--- config.mk ---
export PLATFORM = sky130hd
export DESIGN_NAME = sram_program_loader_flat
export DESIGN_NICKNAME = d
export VERILOG_FILES = /design/src/rtl/sram_program_loader_if.sv /design/src/rtl/sram_program_loader.sv /design/src/flat_wrapper.sv
export SDC_FILE = /design/constraint.sdc
export NUM_CORES = 1
export LEC_CHECK = 0
export ABC_AREA = 0
export CAP_MARGIN = 15
export CORE_MARGIN = 2
export CORE_UTILIZATION = 50
export DETAILED_ROUTE_END_ITERATION = 8
export PLACE_DENSITY_LB_ADDON = 0.08
export SYNTH_ARGS = -nofsm -noshare
export SYNTH_HDL_FRONTEND = slang
export SYNTH_SLANG_ARGS = --single-unit
export TNS_END_PERCENT = 20
--- constraint.sdc ---
create_clock -name clk -period 2.5 [get_ports clk]
set_clock_uncertainty 0.05 [all_clocks]
set_input_delay 0.5 -clock clk [delete_from_list [all_inputs] [get_ports clk]]
set_output_delay 0.5 -clock clk [all_outputs]
set_load 0.02 [all_outputs]
--- src/rtl/sram_program_loader_if.sv ---
// sram_program_loader_if: byte-stream handshake plus SRAM write bus driven by the loader
interface sram_program_loader_if #(parameter int ADDR_W = 18);
  logic [7:0] byte_data;
  logic byte_valid;
  logic byte_ready;
  logic sram_we;
  logic sram_ce;
  logic sram_oe;
  logic sram_lb;
  logic sram_ub;
  logic [ADDR_W-1:0] sram_a;
  logic [15:0] sram_d_out;
  logic sram_d_drive;
  modport master (
    input byte_data, byte_valid,
    output byte_ready, sram_we, sram_ce, sram_oe, sram_lb, sram_ub, sram_a, sram_d_out, sram_d_drive
  );
  modport slave (
    output byte_data, byte_valid,
    input byte_ready, sram_we, sram_ce, sram_oe, sram_lb, sram_ub, sram_a, sram_d_out, sram_d_drive
  );
endinterface

--- src/rtl/sram_program_loader.sv ---
// sram_program_loader: packs host byte pairs into 16-bit words and writes them to SRAM from address 0.
// Optional checksum output enabled by defining SRAM_LOADER_CHECKSUM_EN.
module sram_program_loader #(
  parameter int ADDR_W = 18,
  parameter int WE_CYCLES = 3
) (
  input  logic clk,
  input  logic rst,
  input  logic start_i,
  sram_program_loader_if.master bus,
  output logic busy_o,
  output logic done_o,
  output logic overflow_o,
  // one bit wider than the address so a completely filled memory reports 2**ADDR_W words
  output logic [ADDR_W:0] word_count_o
`ifdef SRAM_LOADER_CHECKSUM_EN
  ,
  output logic [15:0] checksum_o
`endif
);
  typedef enum logic [2:0] {OFF, GET_HI, GET_LO, SETUP, PULSE, HOLD, FIN} state_t;
  state_t state_q, state_d;
  logic [3:0] cnt_q, cnt_d;
  logic [7:0] hi_q, hi_d;
  logic [15:0] dout_q, dout_d;
  logic [ADDR_W-1:0] addr_q, addr_d;
  logic [ADDR_W:0] wc_q, wc_d;
  logic rdy_q, rdy_d, busy_q, busy_d, we_q, we_d, ce_q, ce_d;
  logic drv_q, drv_d, done_q, done_d, ovf_q, ovf_d;
  logic xfer, end_word, stop, hold_exit;
`ifdef SRAM_LOADER_CHECKSUM_EN
  logic [15:0] chk_q, chk_d;
  assign checksum_o = chk_q;
`endif
  assign xfer = bus.byte_valid && rdy_q && !start_i;
  assign end_word = dout_q[15:12] == 4'd0;
  assign stop = end_word || &addr_q;
  assign hold_exit = state_q == HOLD && !start_i;
  always_ff @(posedge clk) begin
    if (rst) begin
      state_q <= OFF;
      cnt_q <= '0;
      hi_q <= '0;
      dout_q <= '0;
      addr_q <= '0;
      wc_q <= '0;
      rdy_q <= 1'b0;
      busy_q <= 1'b0;
      we_q <= 1'b1;
      ce_q <= 1'b1;
      drv_q <= 1'b0;
      done_q <= 1'b0;
      ovf_q <= 1'b0;
`ifdef SRAM_LOADER_CHECKSUM_EN
      chk_q <= '0;
`endif
    end else begin
      state_q <= state_d;
      cnt_q <= cnt_d;
      hi_q <= hi_d;
      dout_q <= dout_d;
      addr_q <= addr_d;
      wc_q <= wc_d;
      rdy_q <= rdy_d;
      busy_q <= busy_d;
      we_q <= we_d;
      ce_q <= ce_d;
      drv_q <= drv_d;
      done_q <= done_d;
      ovf_q <= ovf_d;
`ifdef SRAM_LOADER_CHECKSUM_EN
      chk_q <= chk_d;
`endif
    end
  end
  always_comb begin
    state_d = state_q;
    case (state_q)
      GET_HI: state_d = xfer ? GET_LO : GET_HI;
      GET_LO: state_d = xfer ? SETUP : GET_LO;
      SETUP:  state_d = PULSE;
      PULSE:  state_d = cnt_q == 4'(WE_CYCLES - 1) ? HOLD : PULSE;
      HOLD:   state_d = stop ? FIN : GET_HI;
      default: state_d = state_q;
    endcase
    if (start_i) state_d = GET_HI;
  end
  // registered outputs are computed from the next state so they line up with state_q
  always_comb begin
    rdy_d = state_d == GET_HI || state_d == GET_LO;
    busy_d = state_d != OFF && state_d != FIN;
    ce_d = !busy_d;
    we_d = state_d != PULSE;
    drv_d = state_d == SETUP || state_d == PULSE || state_d == HOLD;
    done_d = state_d == FIN;
    cnt_d = state_q == PULSE ? cnt_q + 4'd1 : 4'd0;
    hi_d = (state_q == GET_HI && xfer) ? bus.byte_data : hi_q;
    dout_d = (state_q == GET_LO && xfer) ? {hi_q, bus.byte_data} : dout_q;
    wc_d = start_i ? '0 : hold_exit ? wc_q + 1'b1 : wc_q;
    addr_d = start_i ? '0 : (hold_exit && !stop) ? addr_q + 1'b1 : addr_q;
    ovf_d = start_i ? 1'b0 : (hold_exit && !end_word && &addr_q) ? 1'b1 : ovf_q;
`ifdef SRAM_LOADER_CHECKSUM_EN
    chk_d = start_i ? '0 : hold_exit ? chk_q ^ dout_q : chk_q;
`endif
  end
  assign bus.byte_ready = rdy_q;
  assign bus.sram_we = we_q;
  assign bus.sram_ce = ce_q;
  assign bus.sram_oe = 1'b1;
  assign bus.sram_lb = 1'b0;
  assign bus.sram_ub = 1'b0;
  assign bus.sram_a = addr_q;
  assign bus.sram_d_out = dout_q;
  assign bus.sram_d_drive = drv_q;
  assign busy_o = busy_q;
  assign done_o = done_q;
  assign overflow_o = ovf_q;
  assign word_count_o = wc_q;
endmodule

--- src/flat_wrapper.sv ---
// flat-port wrapper written by rule: the top's interface ports become plain ports
module sram_program_loader_flat 
#(
  parameter int ADDR_W = 18,
  parameter int WE_CYCLES = 3
)
  (clk, rst, start_i, busy_o, done_o, overflow_o, word_count_o, bus_byte_data, bus_byte_valid, bus_byte_ready, bus_sram_we, bus_sram_ce, bus_sram_oe, bus_sram_lb, bus_sram_ub, bus_sram_a, bus_sram_d_out, bus_sram_d_drive);
  sram_program_loader_if #(.ADDR_W(ADDR_W)) bus_i ();
  input  logic clk;
  input  logic rst;
  input  logic start_i;
  output logic busy_o;
  output logic done_o;
  output logic overflow_o;
  output logic [ADDR_W:0] word_count_o;
  input wire logic [$bits(bus_i.byte_data)-1:0] bus_byte_data;
  input wire logic [$bits(bus_i.byte_valid)-1:0] bus_byte_valid;
  output wire logic [$bits(bus_i.byte_ready)-1:0] bus_byte_ready;
  output wire logic [$bits(bus_i.sram_we)-1:0] bus_sram_we;
  output wire logic [$bits(bus_i.sram_ce)-1:0] bus_sram_ce;
  output wire logic [$bits(bus_i.sram_oe)-1:0] bus_sram_oe;
  output wire logic [$bits(bus_i.sram_lb)-1:0] bus_sram_lb;
  output wire logic [$bits(bus_i.sram_ub)-1:0] bus_sram_ub;
  output wire logic [$bits(bus_i.sram_a)-1:0] bus_sram_a;
  output wire logic [$bits(bus_i.sram_d_out)-1:0] bus_sram_d_out;
  output wire logic [$bits(bus_i.sram_d_drive)-1:0] bus_sram_d_drive;
  assign bus_i.byte_data = bus_byte_data;
  assign bus_i.byte_valid = bus_byte_valid;
  assign bus_byte_ready = bus_i.byte_ready;
  assign bus_sram_we = bus_i.sram_we;
  assign bus_sram_ce = bus_i.sram_ce;
  assign bus_sram_oe = bus_i.sram_oe;
  assign bus_sram_lb = bus_i.sram_lb;
  assign bus_sram_ub = bus_i.sram_ub;
  assign bus_sram_a = bus_i.sram_a;
  assign bus_sram_d_out = bus_i.sram_d_out;
  assign bus_sram_d_drive = bus_i.sram_d_drive;
  sram_program_loader #(.ADDR_W(ADDR_W), .WE_CYCLES(WE_CYCLES)) u_core (.clk(clk), .rst(rst), .start_i(start_i), .bus(bus_i), .busy_o(busy_o), .done_o(done_o), .overflow_o(overflow_o), .word_count_o(word_count_o));
endmodule
==> qor.yml <==
dieArea_mm2: 0.00724
core_mm2: 0.00635
syn_avg_cell_area_um2: 8.63
synth_cell_types: 52
rsz0062_at_grt: "false"
stdcell_area_mm2: 0.00430
post_cts_resized: 0
syn2layout_area_growth_pct: 30.7
drive_gt1_share_pct: 8.10
fp.dieW_um: 85.1
holdBufCountCts: 0
hold_path.class: "reg -> reg"
drt_wl_total_um: 7340
start_util_pct: 51.8
setup_viol: 0
ioPinCount: 75
nets: 468
mostFrequentLayoutCell: "dfxtp_1"
worst-path-buf-inv: 0
overflow: 0
cts_root_buf: "clkbuf_8"
yosysWarnings: 0
clkLatencyLatePin_ns: 0.35
syn-cell-area_mm2: 0.00329
ys_seq_area_share_pct: 45.7
reg2reg_from: "u_core.bus.sram_a[2]"
mostFrequentLayoutCells: "75 x dfxtp_1, 71 x clkdlybuf4s50_1, 54 x nor2_1"
min_period_over_period_pct: 85.4
dr.first_iter.drc_count: 99
placed_cell_area_mm2: 0.00408
drv_slew: 0
outcome: "complete, no violations"
hold_start: "u_core.bus.sram_d_out[6]"
ys_async_sr_fraction_pct: 0
htree_levels: 3
antenna_cells: 0
ant_nets: 0
clk_path_buf_depth: 2
cp.required_ns: 2.68
maxCapViolations: 0
cts_sinks: 75
track_usage_pct: 21.3
crit_fanout: 8
syn_inst: 381
antenna_found_initial: 0
synth_edf_count: 0
first_pass_iters: 4
place.gp.congestion: 0.819
relSlewSlack_pct: 57.2
cp_slowest_cell: "nor4_2"
synth_flop_cell: "dfxtp_1"
tightest_slew_ns: 0.637
dp_hpwl_um: 5150
ir_drop_v: 0.000352
cp_cell_sequence: "nand4_2 > nor4_2 > a211oi_1 > and3b_1 > nand3_1"
nFillCells: 535
grt_start_max_net_pins: 33
vias: 2864
grt_pass1_vias: 2687
grt_pass1_wl_um: 12500
drc_errors: 0
hold_viol: 0
end_kind: "flop"
arrival_ns: 2.31
min_period_ns: 2.13
path_class: "reg -> reg"
io_buffers: 71
total_power_uw: 2320
clk_pin_slew_ns: 0.08
wl_per_cell_um: 13.7
cts_setup_buffers: 0
ys_ff_latch: 75
via_per_inst: 5.36
critPathLaunchType: "flop"
cp_top_family: "simple AND/OR/NAND/NOR gates"
crit_path_start: "u_core.bus.sram_a[2]"
setup_tns_ns: 0
cts_made_buffers: 9
row_count: 29
fp.dieH_um: 85.1
fmax_mhz: 469
crit_path_max_incr_delay_ns: 0.64
pwr_density_cell_mw_per_mm2: 539
power_leakage_uw: 0.00149
tritoncts: "done"
final timing paths:
kind,slack (ns),cells past startpoint,endpoint
hold reg to reg,0.41,2,u_core.bus.sram_d_out[6]
hold / removal,0.41,2,u_core.bus.sram_d_out[6]
setup reg to reg,0.37,5,u_core.bus.sram_we
setup / recovery,0.37,5,u_core.bus.sram_we
metal layers:
layer | up-vias | global-route usage, % | part of all wire [%]
met3 | 11 | 5.74 | 4.8
met1 | 1321 | 28.1 | 48
li1 | 1472 | - | -
met5 | - | 0 | 0
met4 | 0 | 8.37 | 1.6
met2 | 60 | 33.3 | 46
where the power goes:
part	total [µW]	internal (µW)	leakage, µW	switching [µW]
Sequential	1210	1200	0.000605	7.55
Clock	1020	564	0.000103	461
Combinational	83.2	37.6	0.000785	45.6
flip-flops by register name (all words and copies together), names as in the netlist:
signal,count
u_core.state_q,3
u_core.word_count_o,19
u_core.overflow_o,1
u_core.done_o,1
u_core.busy_o,1
u_core.bus.sram_d_out,16
u_core.bus.sram_d_drive,1
u_core.bus.byte_ready,1
u_core.hi_q,8
u_core.bus.sram_ce,1
u_core.bus.sram_we,1
u_core.bus.sram_a,18
u_core.cnt_q,4
stage by stage:
| stage | hold slack, ns | worst slack, ns | util (%) | instances |
|---|---|---|---|---|
| global placement | 0.391 | 0.0959 | 64.3 | 518 |
| finish | 0.406 | 0.366 | 67.7 | 534 |
| floorplan | 0.380 | 0.465 | - | 382 |
| detailed placement | 0.399 | 0.0726 | 64.3 | 518 |
| global route | 0.422 | 0.253 | 67.7 | 534 |
| CTS | 0.405 | 0.380 | 67.7 | 534 |
tightest hold or removal path, delay by kind of cell (launching register included):
| family | cells | cell delay (ns) |
|---|---|---|
| AO/OA/AOI/OAI | 1 | 0.05 |
| AND/OR/NAND/NOR | 1 | 0.05 |
| flip-flops | 1 | 0.31 |
synth_stat cells (4+ instances only):
master / instances / area (µm²)
or3_1: 5 / 31.3
clkbuf_1: 16 / 60.1
xor2_1: 14 / 123
a211oi_1: 5 / 37.5
a21oi_1: 28 / 140
xnor2_1: 16 / 140
or4_1: 5 / 37.5
nor2_1: 54 / 203
and3_1: 6 / 37.5
nor3_1: 4 / 20.0
dfxtp_1: 75 / 1500
nand2_1: 51 / 191
ha_1: 4 / 50.1
nand3_1: 13 / 65.1
inv_1: 5 / 18.8
mux2i_1: 9 / 90.1
nand4_1: 14 / 87.6
cells by family (layout without fill, tap and decap cells):
group	Yosys count	in the layout	synth area share, %
other cells	2	3	0.228
buf+inv	28	103	3.65
xor+xnor	30	30	7.99
mux	9	9	2.74
flops	75	75	45.7
simple gates	175	175	26.4
fa+ha+maj	4	4	1.52
compound gates	58	58	11.8
final cells by class:
type / instances / area (µm²) / share of cell area, %
clock buffer: 10 / 128 / 2.97
sequential: 75 / 1500 / 34.9
clock inverter: 6 / 88.8 / 2.07
inverter: 5 / 18.8 / 0.437
timing repair buffer: 82 / 793 / 18.5
multi-input combinational: 279 / 1670 / 38.9
tap: 77 / 96.3 / 2.24
Note: power is estimated with default switching activity, not from simulation.
